===== src/rtl/mem_control_pkg.sv =====
// Shared opcode/funct3 encodings and address region bit positions for mem_control.
package mem_control_pkg;
  localparam logic [6:0] OPC_LOAD  = 7'b0000011;
  localparam logic [6:0] OPC_STORE = 7'b0100011;

  localparam logic [2:0] FNC_LB  = 3'b000;
  localparam logic [2:0] FNC_LH  = 3'b001;
  localparam logic [2:0] FNC_LW  = 3'b010;
  localparam logic [2:0] FNC_LBU = 3'b100;
  localparam logic [2:0] FNC_LHU = 3'b101;
  localparam logic [2:0] FNC_SB  = 3'b000;
  localparam logic [2:0] FNC_SH  = 3'b001;
  localparam logic [2:0] FNC_SW  = 3'b010;

  localparam int IO_BIT   = 31;
  localparam int DMEM_BIT = 28;
  localparam int IMEM_BIT = 29;
endpackage


===== src/rtl/mem_control_byte_mask.sv =====
// Maps funct3 and the low address bits to a byte-write mask, a funct3-valid
// flag and a size-alignment fault flag for loads and stores.
module mem_byte_mask
  import mem_control_pkg::*;
(
  input  logic [2:0] i_funct3,
  input  logic [1:0] i_off,
  input  logic       i_is_store,
  output logic [3:0] o_mask,
  output logic       o_valid,
  output logic       o_misaligned
);

  // Size decode; the unsigned load encodings are not stores and so are invalid there.
  always_comb begin
    o_mask       = 4'b0000;
    o_valid      = 1'b0;
    o_misaligned = 1'b0;
    case (i_funct3)
      FNC_SB: begin
        o_mask  = 4'b0001 << i_off;
        o_valid = 1'b1;
      end
      FNC_SH: begin
        o_mask       = 4'b0011 << i_off;
        o_valid      = 1'b1;
        o_misaligned = i_off[0];
      end
      FNC_SW: begin
        o_mask       = 4'b1111;
        o_valid      = 1'b1;
        o_misaligned = (i_off != 2'b00);
      end
      FNC_LBU: begin
        o_valid = ~i_is_store;
      end
      FNC_LHU: begin
        o_valid      = ~i_is_store;
        o_misaligned = ~i_is_store & i_off[0];
      end
      default: begin
        o_mask       = 4'b0000;
        o_valid      = 1'b0;
        o_misaligned = 1'b0;
      end
    endcase
  end

endmodule


===== src/rtl/mem_control.sv =====
// Load/store target-enable decoder with sticky misalignment flag.
// Define MEMCTRL_OUTREG_EN to register the decode outputs (one cycle latency).
module mem_control
  import mem_control_pkg::*;
(
  input  logic        Clock,
  input  logic        Reset,
  input  logic [6:0]  opcode,
  input  logic [2:0]  Funct3,
  input  logic [31:0] A,
  input  logic        Err_clear,
  output logic [3:0]  Dmem_enable,
  output logic [3:0]  Imem_enable,
  output logic [3:0]  Io_trans,
  output logic        Io_recv,
  output logic        Misaligned,
  output logic        Err_sticky
);

  logic       w_is_load;
  logic       w_is_store;
  logic [3:0] w_mask;
  logic       w_f3_valid;
  logic       w_size_mis;
  logic       w_io;
  logic       w_dmem_rgn;
  logic       w_imem_rgn;
  logic [3:0] w_dmem;
  logic [3:0] w_imem;
  logic [3:0] w_io_trans;
  logic       w_io_recv;
  logic       w_mis;
  logic       r_err_sticky;

  assign w_is_load  = (opcode == OPC_LOAD);
  assign w_is_store = (opcode == OPC_STORE);
  assign w_io       = A[IO_BIT];
  assign w_dmem_rgn = ~A[IO_BIT] & A[DMEM_BIT];
  assign w_imem_rgn = ~A[IO_BIT] & A[IMEM_BIT];

  mem_byte_mask u_byte_mask (
    .i_funct3     (Funct3),
    .i_off        (A[1:0]),
    .i_is_store   (w_is_store),
    .o_mask       (w_mask),
    .o_valid      (w_f3_valid),
    .o_misaligned (w_size_mis)
  );

  // Target decode; a misaligned access suppresses every enable.
  always_comb begin
    w_dmem     = 4'b0000;
    w_imem     = 4'b0000;
    w_io_trans = 4'b0000;
    w_io_recv  = 1'b0;
    w_mis      = 1'b0;
    if ((w_is_load | w_is_store) & w_f3_valid & w_size_mis) begin
      w_mis = 1'b1;
    end else if (w_is_store & w_f3_valid) begin
      w_dmem     = w_dmem_rgn ? w_mask : 4'b0000;
      w_imem     = w_imem_rgn ? w_mask : 4'b0000;
      w_io_trans = (w_io && (w_mask != 4'b0000)) ? 4'b1111 : 4'b0000;
    end else if (w_is_load & w_f3_valid) begin
      w_io_recv = w_io;
    end else begin
      w_mis = 1'b0;
    end
  end

`ifdef MEMCTRL_OUTREG_EN
  logic [3:0] r_dmem;
  logic [3:0] r_imem;
  logic [3:0] r_io_trans;
  logic       r_io_recv;
  logic       r_mis;

  // Output pipeline stage.
  always_ff @(posedge Clock or negedge Reset) begin
    if (!Reset) begin
      r_dmem     <= 4'b0000;
      r_imem     <= 4'b0000;
      r_io_trans <= 4'b0000;
      r_io_recv  <= 1'b0;
      r_mis      <= 1'b0;
    end else begin
      r_dmem     <= w_dmem;
      r_imem     <= w_imem;
      r_io_trans <= w_io_trans;
      r_io_recv  <= w_io_recv;
      r_mis      <= w_mis;
    end
  end

  assign Dmem_enable = r_dmem;
  assign Imem_enable = r_imem;
  assign Io_trans    = r_io_trans;
  assign Io_recv     = r_io_recv;
  assign Misaligned  = r_mis;
`else
  assign Dmem_enable = w_dmem;
  assign Imem_enable = w_imem;
  assign Io_trans    = w_io_trans;
  assign Io_recv     = w_io_recv;
  assign Misaligned  = w_mis;
`endif

  // Sticky error: clear wins over a simultaneous misaligned access.
  always_ff @(posedge Clock or negedge Reset) begin
    if (!Reset) begin
      r_err_sticky <= 1'b0;
    end else if (Err_clear) begin
      r_err_sticky <= 1'b0;
    end else if (w_mis) begin
      r_err_sticky <= 1'b1;
    end else begin
      r_err_sticky <= r_err_sticky;
    end
  end

  assign Err_sticky = r_err_sticky;

endmodule


===== config.mk =====
export PLATFORM = sky130hd
export DESIGN_NAME = mem_control
export DESIGN_NICKNAME = d
export VERILOG_FILES = /design/src/rtl/mem_control_pkg.sv /design/src/rtl/mem_control_byte_mask.sv /design/src/rtl/mem_control.sv
export SDC_FILE = /design/constraint.sdc
export NUM_CORES = 1
export LEC_CHECK = 0
export BUFFER_PORTS_ARGS = -buffer_cell sky130_fd_sc_hd__buf_2
export CORE_AREA = 2 2 39 41
export CTS_BUF_LIST = sky130_fd_sc_hd__clkbuf_4
export DETAILED_ROUTE_END_ITERATION = 8
export DIE_AREA = 0 0 41 43
export GPL_ROUTABILITY_DRIVEN = 0
export GPL_TIMING_DRIVEN = 0
export PLACE_DENSITY = 0.78
export SYNTH_ARGS = -nofsm -noshare
export SYNTH_HDL_FRONTEND = slang
export SYNTH_HIERARCHICAL = 1
export SYNTH_SLANG_ARGS = --single-unit

===== constraint.sdc =====
create_clock -name Clock -period 2.6 [get_ports Clock]
set_input_delay 0.26 -clock Clock [delete_from_list [all_inputs] [get_ports Clock]]
set_output_delay 0.26 -clock Clock [all_outputs]
set_load 0.02 [all_outputs]

==> results of run 1 <==
==> kinds of logic (layout without fill, tap and decap cells) <==
family / after synthesis / count (layout)
AOI/OAI and AO/OA: 9 / 9
buffers and inverters: 6 / 37
DFF: 1 / 1
and+or+nand+nor: 30 / 30
==> synth_stat cells, drive strengths merged <==
master	number
and4	12
buf	5
nor2	5
a21oi	4
nor2b	4
nand2	2
o21a	2
and2	1
and3b	1
dfrtp	1
inv	1
nand3	1
nor3	1
nor3b	1
nor4	1
o21ai	1
o21bai	1
o31a	1
or4	1
==> layer usage <==
metal / vias up / track usage, %
met2: 20 / 15.9
met3: 0 / 0
met1: 188 / 14.6
met5: - / 0
li1: 238 / -
met4: 0 / 0
==> cell type report <==
| class | instances | area [um^2] | share of cell area [%] |
|---|---|---|---|
| Timing Repair Buffer | 31 | 155 | 29.7 |
| Tap cell | 16 | 20.0 | 3.83 |
| Buffer | 5 | 41.3 | 7.89 |
| Sequential cell | 1 | 25.0 | 4.78 |
| Inverter | 1 | 3.75 | 0.718 |
| Multi-Input combinational cell | 39 | 278 | 53.1 |
==> worst reg2reg max path, stage by stage (launching register included) <==
cell and delay, ns:
dfrtp_1 0.35, a21oi_1 0.13, nor2_1 0.05
==> per-stage QoR <==
| stage | hold WS, ns | util (%) | power, mW |
|---|---|---|---|
| floorplan | -0.0356 | - | 0.0361 |
| global placement | 0.0339 | 37.8 | 0.0574 |
| detailed placement | 0.0363 | 37.8 | 0.0587 |
| CTS | 0.0365 | 37.8 | 0.0590 |
| global route | 0.0420 | 37.8 | 0.0648 |
| finish | 0.0365 | 37.8 | 0.0592 |
==> power by group <==
| group | internal, mW | switching [mW] |
|---|---|---|
| Sequential | 0.0159 | 0.0000149 |
| Combinational | 0.0204 | 0.0228 |
| Clock | 0 | 0 |
==> worst max path at each step <==
stage / from / endpoint / slack (ns) / cells after the start
after global routing: opcode[3] / Io_trans[2] / 0.07 / 12
final: opcode[3] / Io_trans[2] / 0.23 / 11
after floorplan: opcode[3] / Io_trans[1] / 0.45 / 10
after CTS: opcode[3] / Io_trans[2] / 0.22 / 11
after detailed placement: opcode[3] / Io_trans[2] / 0.22 / 11
after global placement: opcode[3] / Io_trans[2] / 0.25 / 11
==> reports/qor.csv, run 1 <==
metric,value,unit
post-CTS resize count,0,
Overflow after GRT,0,
Critical Path End Type,output port,
CP Max Fanout,10,
sequential area share after synthesis,7.19,%
#FFs+latches synth,1,
drt wl/cell,9.33,um
crit-path cells,"buf_2, nor4_4, and4_1, a21oi_1, o21bai_1, nor2b_1, and4_1, buf_4, and4_1, buf_4, buf_2",
Max-Cap Viols,0,
met3 routed WL,85,um
pre-CTS setup slack,0.224,ns
most frequent cells in the layout,"buf_2, and4_1, nor2_1",
dpl cell area,523,um^2
antenna cell count,0,
IO Pins,60,
Crit path max-delay family,simple AND/OR/NAND/NOR gates,
power density over the cells,113,nW/um^2
Max Freq,421,MHz
yosys warns,6,
Final period util,91.3,%
cell mode on critical path,and4_1,
status,"finished, final reports clean",
min-delay worst type,in -> async,
Leak,0.297,nW
M1 WL,389,um
highest metal used,met3,
critical path arrival,2.11,ns
fin crit period,2.37,ns
max reg flops,1,
die area,1760,um^2
Compound-Gate Fraction of Synth Area,17.3,%
I/O Buffers,31,
effective utilization at floorplan,25.1,%
Synth Area per Inst,7.56,um^2
Cells after Synth,46,
"Slowest-stage cell, CP",nor4_4,
worst slew pin tran,0.382,ns
worst reg2reg path startpoint,Err_sticky,
Non-Filler Instances,93,
Final WS setup,0.226,ns
RSZ-0062 raised after global routing,false,
"Clk Latency, worst-skew pair",0,ns
final WL,868,um
Layout Nets,124,
setup TNS,0,ns
final number of setup-violating endpoints,0,
Crit Path Category,in -> out,
Clock Pin Slew Worst Setup and Hold Paths,0,ns
Reg2Reg Depth,2,
dpl hpwl,759,um
antenna violations before repair,0,
worst vdd ir,0.0000620,V
first-pass GRT wire length,1310,um
clk_skew,0,ns
"commonest non-fill, non-tap cell in the layout",buf_2,
total number of vias,446,
top cell type's share of synthesized area,30.2,%
largest net degree at the start of global routing,11,
fillers,151,
Reg-to-Reg End,Err_sticky,
Setup Buffers After CTS,0,
main combinational cell family by area after synthesis,simple AND/OR/NAND/NOR gates,
count of cell types in the netlist,21,
Die H,43,um
vias in the first global route,322,
placed cells,93,
Pre-Repair DR Iteration Count,4,
Post-Synth XOR/XNOR Area,0,%
antenna-violating nets left,0,
All-Layer GR Usage,9.71,%
WL met2,393,um
Synth area leader,and4_1,
Via-to-Cell Ratio,4.80,
# hold bufs at CTS,0,
Final Max Slew Viols,0,
startpoint types,input port,
share of layout cells above drive strength 1,49.4,%
syn_nets,91,
# DRC,0,
num rows,14,
Final Cell Area,523,um^2
"Hold Vio Cnt, Final",0,
area grow syn2layout,50.4,%
simple-gate area share of the yosys netlist,62.6,%
multiplexer share of the synthesized area,0,%
Area contributors post-synth,"and4_1, buf_4, dfrtp_1, nor2b_1, nor4_4",
adder-cell share of the synthesized area,0,%
Worst Path Buf+Inv,4,
Core Footprint,1380,um^2
Initial DRC Count,5,
Max-slew headroom,74.5,%
Max stage delay on crit path,0.31,ns
WP data required,2.34,ns
Die W,41,um
mapped cell area,348,um^2
Worst R2R Setup Slack,1.96,ns
No activity file was read; power rests on OpenSTA's default activity.
==> run 2: changes to the inputs <==
--- a/config.mk
+++ b/config.mk
@@ -5,14 +5,13 @@
 export SDC_FILE = /design/constraint.sdc
 export NUM_CORES = 1
 export LEC_CHECK = 0
-export BUFFER_PORTS_ARGS = -buffer_cell sky130_fd_sc_hd__buf_2
 export CORE_AREA = 2 2 39 41
 export CTS_BUF_LIST = sky130_fd_sc_hd__clkbuf_4
 export DETAILED_ROUTE_END_ITERATION = 8
 export DIE_AREA = 0 0 41 43
+export DONT_BUFFER_PORTS = 1
 export GPL_ROUTABILITY_DRIVEN = 0
 export GPL_TIMING_DRIVEN = 0
-export PLACE_DENSITY = 0.78
 export SYNTH_ARGS = -nofsm -noshare
 export SYNTH_HDL_FRONTEND = slang
 export SYNTH_HIERARCHICAL = 1
==> reports/qor.csv, run 2 (same netlist as run 1, synthesis figures left out) <==
metric,value,unit,change
"Clk Latency, worst-skew pair",0,ns,unchanged
"commonest non-fill, non-tap cell in the layout",and4_1,,
min-delay worst type,in -> reg,,
setup TNS,0,ns,unchanged
antenna-violating nets left,0,,unchanged
share of layout cells above drive strength 1,14.9,%,-34 points
Die H,43,um,unchanged
Final WS setup,0.333,ns,+0.107 ns
# DRC,0,,unchanged
M1 WL,338,um,-13%
total power draw,40.8,uW,-31%
Final period util,87.2,%,-4.1 points
final number of setup-violating endpoints,0,,unchanged
dpl cell area,368,um^2,-30%
Final Cell Area,378,um^2,-28%
IO Pins,60,,unchanged
Max-slew headroom,76.5,%,+2.0 points
pre-CTS setup slack,0.322,ns,+0.0987 ns
drt wl/cell,13.1,um,+41%
antenna violations before repair,0,,unchanged
Crit Path Category,in -> out,,
max reg flops,1,,unchanged
clk_skew,0,ns,unchanged
Non-Filler Instances,63,,-32%
num rows,14,,unchanged
Die W,41,um,unchanged
critical path arrival,2.01,ns,-0.10 ns
CP Max Fanout,10,,unchanged
WL met2,394,um,+0.25%
largest net degree at the start of global routing,11,,unchanged
Overflow after GRT,0,,unchanged
worst vdd ir,0.0000653,V,+5.2%
Max Freq,441,MHz,+4.7%
All-Layer GR Usage,9.22,%,-0.49 points
status,"finished, final reports clean",,
Critical Path End Type,output port,,
Via-to-Cell Ratio,5.62,,+17%
fin crit period,2.27,ns,-0.107 ns
Layout Nets,94,,-24%
WP data required,2.34,ns,about the same
first-pass GRT wire length,1220,um,-6.9%
dpl hpwl,715,um,-5.8%
placed cells,62,,-33%
worst slew pin tran,0.351,ns,-0.0305 ns
Core Footprint,1380,um^2,unchanged
Pre-Repair DR Iteration Count,3,,-1
vias in the first global route,277,,-14%
power density over the cells,108,nW/um^2,-4.5%
Leak,0.154,nW,-48%
startpoint types,input port,,
met3 routed WL,94,um,+11%
"Hold Vio Cnt, Final",0,,unchanged
area grow syn2layout,8.63,%,
Clock Pin Slew Worst Setup and Hold Paths,0,ns,unchanged
die area,1760,um^2,unchanged
I/O Buffers,0,,-100%
effective utilization at floorplan,25.1,%,unchanged
Final Max Slew Viols,0,,unchanged
RSZ-0062 raised after global routing,false,,
Initial DRC Count,9,,+4
highest metal used,met3,,
final WL,828,um,-4.6%
most frequent cells in the layout,"and4_1, nor2_1, nor2b_1, buf_4, a21oi_1",,
total number of vias,354,,-21%
Max-Cap Viols,0,,unchanged
antenna cell count,0,,unchanged
Setup Buffers After CTS,0,,unchanged
==> run 2: cell types whose count changed in the layout (fill, tap and decap cells not counted) <==
cell	previous run	this run
buf_2	31	0
dlygate4sd3_1	0	1
==> run 2: what timing repair did <==
item / 4_1_cts / 5_1_grt
gates resized for setup: 0 / 0
hold endpoints to repair: 1 / 0
hold buffers: 1 / 0
==> run 2: final timing paths <==
path                                 start           to  slack, ns  depth (start not counted)
worst max-delay path             opcode[3]  Io_trans[2]       0.33                         10
max in group asynchronous            Reset   Err_sticky       2.02                          1
min in group asynchronous            Reset   Err_sticky       0.48                          1
worst max register to register  Err_sticky   Err_sticky       1.86                          2
worst min register to register  Err_sticky   Err_sticky       0.62                          2
worst min-delay path             Err_clear   Err_sticky       0.33                          1
==> run 2: where the power goes <==
| part | internal [mW] | switching (mW) | leakage (nW) | total, mW |
|---|---|---|---|---|
| clock network | 0 | 0 | 0 | 0 |
| registers | 0.0159 | 0.0000713 | 0.0140 | 0.0160 |
| logic | 0.0130 | 0.0118 | 0.140 | 0.0249 |
==> run 2: critical path: stages <==
cell     delay (ns)
nor4_4         0.29
and4_1         0.23
a21oi_1        0.07
nand3_1        0.08
nand2_1        0.06
nor2b_1        0.10
and4_1         0.19
buf_4          0.14
and4_1         0.37
buf_4          0.20
==> run 2: final cells by class <==
cell class | count | area, um^2
inverters | 1 | 3.75
fillers | 157 | 1010
plain buffers | 5 | 41.3
flip-flops and latches | 1 | 25.0
multi-input cells | 39 | 278
well taps | 16 | 20.0
repair buffers | 1 | 10.0
==> run 2: metrics by stage <==
| stage | hold WS, ns | utilization, % |
|---|---|---|
| 3_3_place_gp | -0.0356 | 26.6 |
| 5_1_grt | 0.333 | 27.3 |
| 6_report | 0.331 | 27.3 |
| 3_5_place_dp | -0.0356 | 26.6 |
| 4_1_cts | 0.332 | 27.3 |
| 2_1_floorplan | -0.0356 | - |
==> run 2: metal layers <==
layer  up-vias  GRT usage, %
met5         -             0
met4         0             0
met3         0          3.14
met2        16          15.6
met1       160          11.5
li1        178             -
==> run 3: changes to the inputs <==
--- a/config.mk
+++ b/config.mk
@@ -5,13 +5,17 @@
 export SDC_FILE = /design/constraint.sdc
 export NUM_CORES = 1
 export LEC_CHECK = 0
-export CORE_AREA = 2 2 39 41
+export ABC_AREA = 1
+export CELL_PAD_IN_SITES_DETAIL_PLACEMENT = 1
+export CELL_PAD_IN_SITES_GLOBAL_PLACEMENT = 2
+export CORE_UTILIZATION = 24
 export CTS_BUF_LIST = sky130_fd_sc_hd__clkbuf_4
 export DETAILED_ROUTE_END_ITERATION = 8
-export DIE_AREA = 0 0 41 43
 export DONT_BUFFER_PORTS = 1
 export GPL_ROUTABILITY_DRIVEN = 0
 export GPL_TIMING_DRIVEN = 0
+export PLACE_DENSITY_LB_ADDON = 0.1
+export REMOVE_ABC_BUFFERS = 1
 export SYNTH_ARGS = -nofsm -noshare
 export SYNTH_HDL_FRONTEND = slang
 export SYNTH_HIERARCHICAL = 1
==> reports/qor.csv, run 3 <==
metric,value,unit,change
Clock Pin Slew Worst Setup and Hold Paths,0,ns,unchanged
most frequent cells in the layout,"nand2_1, nor2_1, inv_1",,
area grow syn2layout,3.32,%,
Max Freq,443,MHz,+0.32%
Crit Path Category,in -> out,,
drt wl/cell,11.2,um,-15%
dpl cell area,412,um^2,+12%
Final WS setup,0.340,ns,+0.00712 ns
yosys warns,6,,unchanged
Post-synth EDFFs,0,,unchanged
Overflow after GRT,0,,unchanged
Leak,0.200,nW,+30%
Cells after Synth,73,,+59%
worst vdd ir,0.0000256,V,-61%
power density over the cells,129,nW/um^2,+19%
Pre-Repair DR Iteration Count,5,,+2
IO Pins,60,,unchanged
antenna cell count,0,,unchanged
failing checks,DRC,,
antenna-violating nets left,0,,unchanged
# DRC,4,,+4
Final Cell Area,428,um^2,+13%
"Hold Vio Cnt, Final",0,,unchanged
min-delay worst type,in -> reg,,
status,finished with violations,,
largest net degree at the start of global routing,7,,-4
Critical Path End Type,output port,,
#FFs+latches synth,1,,unchanged
die area,1900,um^2,+7.5%
Max-Cap Viols,0,,unchanged
Initial DRC Count,5,,-4
Max-slew headroom,45.7,%,-31 points
antenna violations before repair,0,,unchanged
pre-CTS setup slack,-0.234,ns,-0.557 ns
dominant synthesized flop cell,dfrtp_1,,
I/O Buffers,0,,unchanged
Synth area leader,nand2_1,,
mapped cell area,414,um^2,+19%
Via-to-Cell Ratio,4.93,,-12%
Synth Area per Inst,5.67,um^2,-25%
final WL,971,um,+17%
total power draw,55.1,uW,+35%
Final Max Slew Viols,0,,unchanged
top cell type's share of synthesized area,15.4,%,-15 points
Area contributors post-synth,"nand2_1, nor2_1, inv_1, dfrtp_1, buf_4",,
RSZ-0062 raised after global routing,false,,
first-pass GRT wire length,1690,um,+38%
count of cell types in the netlist,22,,+4.8%
"top cells by count, synth","nand2_1, nor2_1, inv_1",,
fin crit period,2.26,ns,-0.00712 ns
Async SR Flop Fraction,100,%,unchanged
critical path arrival,2.00,ns,about the same
Die H,43.5,um,+1.3%
effective utilization at floorplan,26.6,%,+1.4 points
WP data required,2.34,ns,about the same
All-Layer GR Usage,11.0,%,+1.7 points
clk_skew,0,ns,unchanged
fillers,218,,+39%
final number of setup-violating endpoints,0,,unchanged
worst slew pin tran,0.812,ns,+0.460 ns
CP Max Fanout,5,,-5
"Clk Latency, worst-skew pair",0,ns,unchanged
Die W,43.5,um,+6.2%
vias in the first global route,428,,+55%
Core Footprint,1560,um^2,+13%
max reg flops,1,,unchanged
sequential area share after synthesis,6.04,%,-1.2 points
num rows,14,,unchanged
Layout Nets,118,,+26%
total number of vias,429,,+21%
startpoint types,input port,,
Final period util,86.9,%,-0.27 points
share of layout cells above drive strength 1,23.9,%,+9.1 points
dpl hpwl,900,um,+26%
[run 3: area by class of cell]
type	count	area, um^2	share of cell area [%]
timing repair buffer	1	10.0	2.34
inverter	13	53.8	12.6
tap	16	20.0	4.68
sequential	1	25.0	5.85
multi-input combinational	56	319	74.6
[run 3: logic make-up (layout without fill, tap and decap cells)]
logic type      after synthesis  count (layout)  synth area share, %
compound gates                4               4                 6.65
flops                         1               1                 6.04
simple gates                 52              52                 68.9
buf+inv                      16              14                 18.4
[run 3: metal layers]
metal	global-route usage, %	vias to the layer above	share of wire (%)
met3	1.25	0	5.9
met5	0	-	0
met2	20.6	16	50
met4	0	0	0
li1	-	222	-
met1	14.1	191	44
[run 3: timing repair]
item                                   4_1_cts  5_1_grt
hold buffers                                 1        0
buffers inserted                             0        0
endpoints found under the hold margin        1        0
resized for setup                            1        1
setup endpoints to repair                    4        4
[run 3: through the flow]
step / TNS (ns) / std cells / util (%) / hold slack [ns]
after floorplan: -0.113 / 70 / - / -0.0356
after global placement: -0.825 / 86 / 26.4 / -0.0356
after detailed placement: -0.936 / 86 / 26.4 / -0.0356
after CTS: 0 / 87 / 27.4 / 0.319
after global routing: 0 / 87 / 27.4 / 0.322
final: 0 / 87 / 27.4 / 0.318
[run 3: final timing paths]
path | from | to | slack, ns | cells after the start
worst min register to register | Err_sticky | Err_sticky | 0.63 | 2
worst min-delay path | Err_clear | Err_sticky | 0.32 | 1
max in group asynchronous | Reset | Err_sticky | 2.02 | 1
worst max-delay path | opcode[2] | Io_trans[1] | 0.34 | 8
worst max register to register | Err_sticky | Err_sticky | 1.88 | 2
min in group asynchronous | Reset | Err_sticky | 0.48 | 1
[run 3: where the power goes]
group | internal, mW | switching [mW] | leakage, nW
combinational | 0.0126 | 0.0266 | 0.186
sequential | 0.0159 | 0.0000865 | 0.0140
clock | 0 | 0 | 0
total | 0.0285 | 0.0266 | 0.200
[run 3: worst max-delay path, stage by stage]
cell,delay [ns]
inv_1,0.02
nand2_1,0.09
nor2_4,0.05
nand2_2,0.09
clkinv_4,0.08
o21ai_1,0.50
nand2_1,0.19
nor3_4,0.71
